**src/rtl/multicycle_ctrl.sv**
```systemverilog
// Multicycle MIPS-style main controller: Moore FSM that sequences
// fetch, decode and per-instruction execute/writeback steps.
module multicycle_ctrl (
   input  logic       clk,
   input  logic       reset_n,
   input  logic [5:0] op,
   input  logic       zero,
   output logic       iord,
   output logic       memwrite,
   output logic       irwrite,
   output logic       regdst,
   output logic       memtoreg,
   output logic       regwrite,
   output logic       alusrca,
   output logic [1:0] alusrcb,
   output logic [1:0] aluop,
   output logic [1:0] pcsrc,
   output logic       pcen,
   output logic       illegal,
   output logic [3:0] state_o
);

   typedef enum logic [3:0] {
      FETCH   = 4'd0,
      DECODE  = 4'd1,
      MEMADR  = 4'd2,
      MEMRD   = 4'd3,
      MEMWB   = 4'd4,
      MEMWR   = 4'd5,
      EXECUTE = 4'd6,
      ALUWB   = 4'd7,
      BRANCH  = 4'd8,
      ADDIEX  = 4'd9,
      ADDIWB  = 4'd10,
      JUMP    = 4'd11
   } state_e;

   localparam logic [5:0] OP_LW   = 6'b100011;
   localparam logic [5:0] OP_SW   = 6'b101011;
   localparam logic [5:0] OP_RTYP = 6'b000000;
   localparam logic [5:0] OP_BEQ  = 6'b000100;
   localparam logic [5:0] OP_ADDI = 6'b001000;
   localparam logic [5:0] OP_J    = 6'b000010;

   state_e state_q, state_d;
   logic   pcwrite, branch;
   logic   irwrite_s, memwrite_s, regwrite_s, illegal_s;

   always_ff @(posedge clk or negedge reset_n) begin
      if (!reset_n) state_q <= FETCH;
      else          state_q <= state_d;
   end

   always_comb begin
      state_d    = FETCH;
      iord       = 1'b0;
      memwrite_s = 1'b0;
      irwrite_s  = 1'b0;
      regdst     = 1'b0;
      memtoreg   = 1'b0;
      regwrite_s = 1'b0;
      alusrca    = 1'b0;
      alusrcb    = 2'b00;
      aluop      = 2'b00;
      pcsrc      = 2'b00;
      pcwrite    = 1'b0;
      branch     = 1'b0;
      illegal_s  = 1'b0;
      case (state_q)
         FETCH: begin
            state_d   = DECODE;
            alusrcb   = 2'b01;
            irwrite_s = 1'b1;
            pcwrite   = 1'b1;
         end
         DECODE: begin
            alusrcb = 2'b11;
            case (op)
               OP_LW, OP_SW: state_d = MEMADR;
               OP_RTYP:      state_d = EXECUTE;
               OP_BEQ:       state_d = BRANCH;
               OP_ADDI:      state_d = ADDIEX;
               OP_J:         state_d = JUMP;
               default: begin
                  state_d   = FETCH;
                  illegal_s = 1'b1;
               end
            endcase
         end
         MEMADR: begin
            state_d = (op == OP_LW) ? MEMRD : MEMWR;
            alusrca = 1'b1;
            alusrcb = 2'b10;
         end
         MEMRD: begin
            state_d = MEMWB;
            iord    = 1'b1;
         end
         MEMWB: begin
            memtoreg   = 1'b1;
            regwrite_s = 1'b1;
         end
         MEMWR: begin
            iord       = 1'b1;
            memwrite_s = 1'b1;
         end
         EXECUTE: begin
            state_d = ALUWB;
            alusrca = 1'b1;
            aluop   = 2'b10;
         end
         ALUWB: begin
            regdst     = 1'b1;
            regwrite_s = 1'b1;
         end
         BRANCH: begin
            alusrca = 1'b1;
            aluop   = 2'b01;
            pcsrc   = 2'b01;
            branch  = 1'b1;
         end
         ADDIEX: begin
            state_d = ADDIWB;
            alusrca = 1'b1;
            alusrcb = 2'b10;
         end
         ADDIWB: regwrite_s = 1'b1;
         JUMP: begin
            pcsrc   = 2'b10;
            pcwrite = 1'b1;
         end
         default: state_d = FETCH;
      endcase
   end

   // Enables are gated by reset so nothing writes while reset is held.
   assign irwrite  = irwrite_s & reset_n;
   assign memwrite = memwrite_s & reset_n;
   assign regwrite = regwrite_s & reset_n;
   assign illegal  = illegal_s & reset_n;
   assign pcen     = (pcwrite | (branch & zero)) & reset_n;
   assign state_o  = state_q;

endmodule

```
**config.mk**
```make
export PLATFORM = sky130hd
export DESIGN_NAME = multicycle_ctrl
export DESIGN_NICKNAME = d
export VERILOG_FILES = /design/src/rtl/multicycle_ctrl.sv
export SDC_FILE = /design/constraint.sdc
export NUM_CORES = 1
export LEC_CHECK = 0
export ABC_AREA = 1
export BUFFER_PORTS_ARGS = -buffer_cell sky130_fd_sc_hd__buf_2
export CAP_MARGIN = 20
export CELL_PAD_IN_SITES_DETAIL_PLACEMENT = 0
export CELL_PAD_IN_SITES_GLOBAL_PLACEMENT = 1
export CORE_UTILIZATION = 23
export CTS_CLUSTER_SIZE = 20
export DETAILED_ROUTE_END_ITERATION = 10
export PLACE_DENSITY = 0.83
export SYNTH_ARGS = -nofsm -noshare
export SYNTH_HDL_FRONTEND = slang
export SYNTH_SLANG_ARGS = --single-unit
export TNS_END_PERCENT = 100
```
**constraint.sdc**
```tcl
create_clock -name clk -period 0.9 [get_ports clk]
set_input_delay 0 -clock clk [delete_from_list [all_inputs] [get_ports clk]]
set_output_delay 0 -clock clk [all_outputs]
set_load 0.03 [all_outputs]
```
== After elaboration in Yosys (flattened, before gate mapping) ==
Cells that the tools add are included.
W data, S select, Z words.
Word-level totals
  bits in registers: 4
  bits of input ports: 9
Cells by class
  bitwise gates (word level): 7
  mux-type cells: 17
  reduce and logical (&&, ||, !) cells: 9
  eq/ne operators: 16
Operators by type and width (count)
  $pmux W4 S6: 1
  $pmux W4 S5: 1
  $eq A4 B3 Y1 const B: 4
  $eq A4 B4 Y1 const B: 4
  $eq A6 B6 Y1 const B: 2
  $mux W1: 11
  $eq A4 B2 Y1 const B: 2
  $pmux W2 S2: 2
  $reduce_or A2 Y1: 4
  $and A1 B1 Y1: 6
  $eq A6 B2 Y1 const B: 1
  $eq A6 B3 Y1 const B: 1
  $eq A6 B4 Y1 const B: 1
  $logic_not A6 Y1: 1
  $pmux W2 S3: 1
  $reduce_or A6 Y1: 1
  $eq A4 B1 Y1 const B: 1
  $logic_not A4 Y1: 1
  $reduce_or A4 Y1: 1
  $mux W3: 1
  $reduce_or A3 Y1: 1
  $or A1 B1 Y1: 1

== Longest topological paths before layout ==
Gate-level depths: netlist of the first run.
  word-level depth: 5
  depth in mapped cells: 7
  depth with buffers taken out: 7

== Worst setup path before layout of the first run ==
OpenSTA, ideal clock, no wires.
  kind: flip-flop to output port
  from: register state_q[0] (netlist: state_o[0])
  to: output pcen
  slack: -0.699 ns
  stages on the path, launching flop included: 6
  arrival: 1.599 ns
  data required time: 0.900 ns
  path buffers: 0
  path through: dfrtp_1 > nor2_2 > inv_2 > nor2_4 > nand2_1 > a31oi_1
Between the ends
  cells in the longest elaborated chain, start to end: 5
Ends and longest elaborated chain
  start: declaration: RTL line 45  | state_e state_q, state_d;
  start signal: assignment: RTL line 51  | else state_q <= state_d;
  $eq A4 B4 Y1 or $logic_not A4 Y1 (tied branches): RTL line 69  | case (state_q)
  $reduce_or A2 Y1 (no source line) or $mux W1 (tied branches)
  $mux W1 or $and A1 B1 Y1 (tied branches): RTL line 69, 141
  $or A1 B1 Y1 *: RTL line 141  | assign pcen = (pcwrite | (branch & zero)) & reset_n;
  $and A1 B1 Y1 *: RTL line 141
  end: declaration: RTL line 18  | output logic pcen,
Mark *: on every way between the ends. The rest lies on a longest branch, timed or not.

== Final worst setup path of the first run ==
  from: register state_q[1] (netlist: state_o[1])
  to: output pcen
The elaborated chain is that of the path after synthesis.

==> results.md, run 1 <==
- Vias after detailed routing: 770
- Max Slew Vio Count: 0
- Nets@finish: 160
- Peak per-stage delay on the critical path: 0.45 ns
- Max-slew headroom: 81.49%
- RSZ-0062 raised after global routing: true
- Drt first pass iters: 4
- Skew final: 0.004609 ns
- Final WL: 1826 um
- Io pins: 28
- Hold WS: 0.1387 ns
- WS Path Type: reg2out
- Tot Pwr: 2.684 mW
- First-pass GRT wire length: 2918 um
- Largest net degree at the start of global routing: 6
- Seq cells post-synth: 4
- Hold Path Class: in2async
- Count leader, synth: nand2_1
- CP Capture Type: output port
- Setup TNS: -7.792 ns
- DR WL/cell: 10.38 um
- Site Rows: 16
- EDFF count, synth: 0
- Synth cell types: 12
- Die height: 48.65 um
- Most frequent cell on the critical path: buf_6
- Dominant cell type by area after synthesis: nand2_1
- Failing checks: negative setup slack
- R2R Setup Slk: -0.44 ns
- Skew-Pair Late Insertion Delay: 0.24 ns
- Via density: 4.375
- Worst Slack Setup Final: -0.4545 ns
- Data required, critical path: 0.90 ns
- Max Freq: 738.3 MHz
- Post-Syn Nets: 101
- Multi-input logic area: 459.2 sq um
- DR DRC count: 0
- Area of the mapped netlist: 500.5 sq um
- Post-synth ARST share: 100.0%
- Top_reg_cell synth: dfrtp_1
- Max reg flops: 4
- DRT iter0 DRCs: 8
- Initial core utilization: 25.00%
- Non-Filler Instances: 176
- Synth top area share: 20.25%
- Placed insts: 163
- P per Cell Area: 2237 nW/um^2
- # Max-Cap Violations: 0
- TritonCTS clock tree: done
- Max Buffers Root-to-Sink: 2
- CP Data Arrival Time: 1.35 ns
- DIE AREA: 2366 sq um
- Sequential element share of the synthesized area: 20.00%
- Vias in the first global route: 673
- Post-synth top cells: nand2_1 (27), inv_1 (16), nor2_1 (15)
- Final critical-path required period: 1.355 ns
- CTS clk-pin slew, worst paths: 0.04 ns
- Fraction of layout cells with a size suffix above 1: 69.13%
- Worst slack, placed: -0.2893 ns
- Syn. warnings: 0
- Gr usage total: 16.25%
- Synthesis-to-layout area growth: 139.7%
- GRT overflow: 0
- Outcome: finished, violations left
- CP Launch Type: flip-flop
- Final period utilization: 150.5%
- Endpoints failing hold: 0
- Max rail drop VDD: 1293 uV
- Detailed placement HPWL: 1280 um
- Antenna diodes: 0
- Die width: 48.65 um
- Leak: 0.6789 nW
- Avg Cell Area, Syn: 5.440 sq um
- Syn Inst Count: 92
- Ranking of synthesized cells by area: nand2_1 (20%), dfrtp_1 (20%), inv_1 (12%), nor2_1 (11%), nand3_1 (9.0%)
- GPL Wtd Cong: 0.8259
- FF/Latch Area: 105.1 sq um
- Max FO, Critical Path: 4
- Clock Tree Root: clkbuf_4
- Worst Tran Pin Value: 0.2773 ns
- Final setup vio count: 22
- Buffers on Ports: 27
- TritonCTS Sinks: 4
- H-tree depth: 1
- Cells along the critical path: nor2_4 -> buf_6 -> nand2_4 -> a31oi_4 -> buf_6
- Num CTS Buffers: 3
- Post-route ant nets: 0
- Initial antenna violation count: 0
- Fillers: 171
- Core Area: 2002 sq um
- Slowest CP cell: dfrtp_2
[per-stage QoR]
stage	area (sq um)	util (%)
6_report	1200	59.94
5_1_grt	1200	59.94
4_1_cts	1145	57.19
3_5_place_dp	902.1	45.06
3_3_place_gp	902.1	45.06
2_1_floorplan	605.6	-
[what timing repair did]
action | CTS | global route
hold buffers | 1 | 0
pin swaps | 14 | 4
hold endpoints to repair | 4 | 0
buffers inserted | 6 | 4
cloned | 0 | 0
setup endpoints to repair | 22 | 23
resized for setup | 50 | 14
[routing by layer]
layer | up-vias | wire (um) | track usage [%]
met5 | - | 0 | 0
met4 | 0 | 10 | 8.824
met3 | 2 | 55 | 3.145
met2 | 18 | 1022 | 28.70
met1 | 352 | 737 | 18.13
li1 | 398 | - | -
[layout make-up]
| class | count | area share (%) |
|---|---|---|
| Clock buffer | 3 | 1.877 |
| Inverter | 20 | 7.821 |
| Multi-Input combinational cell | 68 | 38.27 |
| Sequential cell | 4 | 8.759 |
| Tap cell | 27 | 2.815 |
| Timing Repair Buffer | 54 | 40.46 |
[report_power, final]
group	internal, mW	switching (mW)	total (mW)
logic	1.01	1.11	2.12
registers	0.232	0.104	0.336
clock network	0.150	0.0819	0.232
total	1.39	1.29	2.68
[layout by cell type (no fill, tap or decap), types with 7 or more instances in the layout]
master	instances
nand2_2	8
buf_6	26
inv_1	8
nor2_1	10
nand3_1	7
buf_4	19
nand2_4	7
nor2_4	10
buf_2	8
nand2_1	16
[critical path, delay by kind of cell, from the launching register on]
family                 cells  cell delay (ns)
and+or+nand+nor            2             0.22
buffers and inverters      2             0.28
AOI/OAI and AO/OA          1             0.16
DFF                        1             0.45
[final timing paths]
path                                   end       start  cells after the start
worst min register to register  state_o[2]  state_o[0]                      3
max in group asynchronous       state_o[2]     reset_n                      3
worst min-delay path            state_o[3]     reset_n                      2
worst max-delay path                  pcen  state_o[1]                      5
worst max register to register  state_o[0]  state_o[0]                      8
min in group clk                state_o[3]       op[3]                      6
[cells by family after synthesis]
group           after synthesis  share of synthesized area [%]
compound gates                4                          4.250
simple gates                 64                          60.75
buf+inv                      20                          15.00
flops                         4                          20.00
Power figures use the tool's default switching activity.
==> run 2: changes to the inputs <==
--- a/config.mk
+++ b/config.mk
@@ -10,10 +10,10 @@
 export CAP_MARGIN = 20
 export CELL_PAD_IN_SITES_DETAIL_PLACEMENT = 0
 export CELL_PAD_IN_SITES_GLOBAL_PLACEMENT = 1
-export CORE_UTILIZATION = 23
+export CORE_UTILIZATION = 26
 export CTS_CLUSTER_SIZE = 20
 export DETAILED_ROUTE_END_ITERATION = 10
-export PLACE_DENSITY = 0.83
+export PLACE_DENSITY = 0.88
 export SYNTH_ARGS = -nofsm -noshare
 export SYNTH_HDL_FRONTEND = slang
 export SYNTH_SLANG_ARGS = --single-unit
==> constraint.sdc (replaced) <==
create_clock -name clk -period 1.5 [get_ports clk]
set_input_delay 0 -clock clk [delete_from_list [all_inputs] [get_ports clk]]
set_output_delay 0 -clock clk [all_outputs]
set_load 0.03 [all_outputs]
==> run 2 against run 1 <==
  * The run now ends clean
  * Count of clock-buffer cells in the layout unchanged
  * Via count is 19% lower
  * Sequential share of layout area is 5.5 points higher
  * Non-clock buffer count decreased by 26
  * Worst hold slack lost 0.0015 ns
  * Critical path depth increased by 1
  * Register-to-register slack better by 0.83 ns
  * Clock skew shrank 0.0020 ns
  * Die area down 11%
  * Combinational power down 69%
  * Flip-flop and latch count unchanged
  * Clock power down 40%
  * Critical path type unchanged
  * Highest routed layer unchanged
==> results.md, run 2 (same netlist as run 1, synthesis figures left out) <==
- CTS clk-pin slew, worst paths: 0.04 ns (about the same)
- Largest net degree at the start of global routing: 8 (+2)
- Worst Setup SP: state_o[0]
- Outcome: finished, final reports clean
- Hold WS: 0.1372 ns (-0.001508 ns)
- P per Cell Area: 1368 nW/um^2 (-39%)
- Core Area: 1764 sq um (-12%)
- Max rail drop VDD: 530.5 uV (-59%)
- Antenna diodes: 0 (unchanged)
- CP Capture Type: output port
- Final period utilization: 94.57%
- Drt first pass iters: 4 (unchanged)
- First-pass GRT wire length: 2083 um (-29%)
- Nets@finish: 134 (-16%)
- FF-to-FF Start: state_o[0]
- Non-Filler Instances: 148 (-16%)
- Data required, critical path: 1.50 ns (+0.60 ns)
- Die width: 45.88 um (-5.7%)
- GPL Wtd Cong: 0.8883 (+7.6%)
- Final critical-path required period: 1.419 ns
- WS Path Type: reg2out
- GRT overflow: 0 (unchanged)
- Max reg flops: 4 (unchanged)
- Levels on crit path: 6 (+1)
- Final setup vio count: 0 (-100%)
- Placed insts: 144 (-12%)
- TritonCTS Sinks: 4 (unchanged)
- Detailed placement HPWL: 1102 um (-14%)
- Final WL: 1366 um (-25%)
- Synthesis-to-layout area growth: 43.50%
- Hold Path Class: in2async
- Vias after detailed routing: 622 (-19%)
- Worst Tran Pin Value: 0.2730 ns (-0.004284 ns)
- Max Slew Vio Count: 0 (unchanged)
- Peak per-stage delay on the critical path: 0.46 ns (about the same)
- Worst path bufs/invs: 2 (unchanged)
- DR DRC count: 0 (unchanged)
- Worst setup path endpoint: pcen
- Max-slew headroom: 81.80% (+0.31 points)
- Initial core utilization: 28.37% (+3.4 points)
- Most common cell after layout, fill and taps aside: nand2_1
- Endpoints failing hold: 0 (unchanged)
- Reg2Reg Depth: 6 (-2)
- Skew-Pair Late Insertion Delay: 0.24 ns (about the same)
- TritonCTS clock tree: done
- Placement-stage cell area: 673.1 sq um (-25%)
- Max Freq: 704.9 MHz
- Fraction of layout cells with a size suffix above 1: 39.02% (-30 points)
- Worst slack, placed: 0.2961 ns (+0.5853 ns)
- Io pins: 28 (unchanged)
- Via density: 4.203 (-3.9%)
- Leak: 0.4809 nW (-29%)
- Gr usage total: 14.33% (-1.9 points)
- DR WL/cell: 9.230 um (-11%)
- Num CTS Buffers: 3 (unchanged)
- Design area: 718.2 sq um (-40%)
- CP Data Arrival Time: 1.42 ns (+0.07 ns)
- # Max-Cap Violations: 0 (unchanged)
- Skew final: 0.002654 ns (-0.001956 ns)
- Cells along the critical path: nor2_4 -> inv_2 -> nor2_4 -> nand2_1 -> a31oi_2 -> clkbuf_4
- Vias in the first global route: 504 (-25%)
- Die height: 45.88 um (-5.7%)
- CP top delay family: flip-flops
- Clock Tree Root: clkbuf_4
- Site Rows: 15 (-1)
- H-tree depth: 1 (unchanged)
- R2R Setup Slk: 0.39 ns (+0.83 ns)
- CP Launch Type: flip-flop
- Post-route ant nets: 0 (unchanged)
- Initial antenna violation count: 0 (unchanged)
- DRT iter0 DRCs: 15 (+7)
- Max Buffers Root-to-Sink: 2 (unchanged)
- Worst Slack Setup Final: 0.08139 ns (+0.5359 ns)
- Buffers on Ports: 27 (unchanged)
- Most frequent cells in the layout: nand2_1 (27), buf_2 (25), inv_1 (16)
- DIE AREA: 2105 sq um (-11%)
- Slowest CP cell: dfrtp_1
- FF-to-FF End: state_o[1]
- Max FO, Critical Path: 5 (+1)
- Fin util: 40.71% (-19 points)
- Most frequent cell on the critical path: nor2_4
run 2: cell count changes in the layout (fill, tap and decap cells not counted), moves of 4 or more:
cell	before	now
buf_6	26	0
buf_4	19	1
inv_1	8	16
nor2_4	10	5
inv_4	4	0
nand2_2	8	4
nand2_4	7	0
nor2_1	10	15
buf_2	8	25
nand2_1	16	27
run 2: metal layers:
metal	GRT usage (%)	vias to the layer above	share of wire, %
met1	17.02	255	47
li1	-	339	-
met2	22.82	26	46
met4	5.294	0	0.88
met3	5.952	2	5.9
met5	0	-	0
run 2: how the worst min path moves through the flow:
stage / start / endpoint / cells past startpoint
2_1_floorplan: reset_n / state_o[0] / 0
3_3_place_gp: reset_n / state_o[0] / 1
3_5_place_dp: reset_n / state_o[0] / 1
4_1_cts: reset_n / state_o[0] / 2
5_1_grt: reset_n / state_o[2] / 2
6_report: reset_n / state_o[0] / 2
run 2: cell type report:
type | count | area, sq um
inverter | 20 | 75.07
fill | 209 | 1046
multi-input combinational | 68 | 336.6
sequential | 4 | 102.6
timing repair buffer | 28 | 150.1
clock buffer | 3 | 22.52
tap | 25 | 31.28
run 2: where the power goes:
part,internal [mW],switching (mW)
clock,0.0899,0.0498
combinational,0.196,0.457
sequential,0.135,0.0546
total,0.421,0.561
run 2: repair_timing:
action                                  4_1_cts  5_1_grt
hold endpoints to repair                      4        0
gates resized for setup                       0        6
buffers inserted                              0        0
hold buffers                                  1        0
endpoints found under the setup margin        0        3
run 2: per-stage QoR:
step	power [mW]	setup TNS, ns
after floorplan	0.6537	0
after global routing	1.065	-0.01042
after detailed placement	0.8178	0
after global placement	0.8155	0
after CTS	0.9673	0
final	0.9827	0
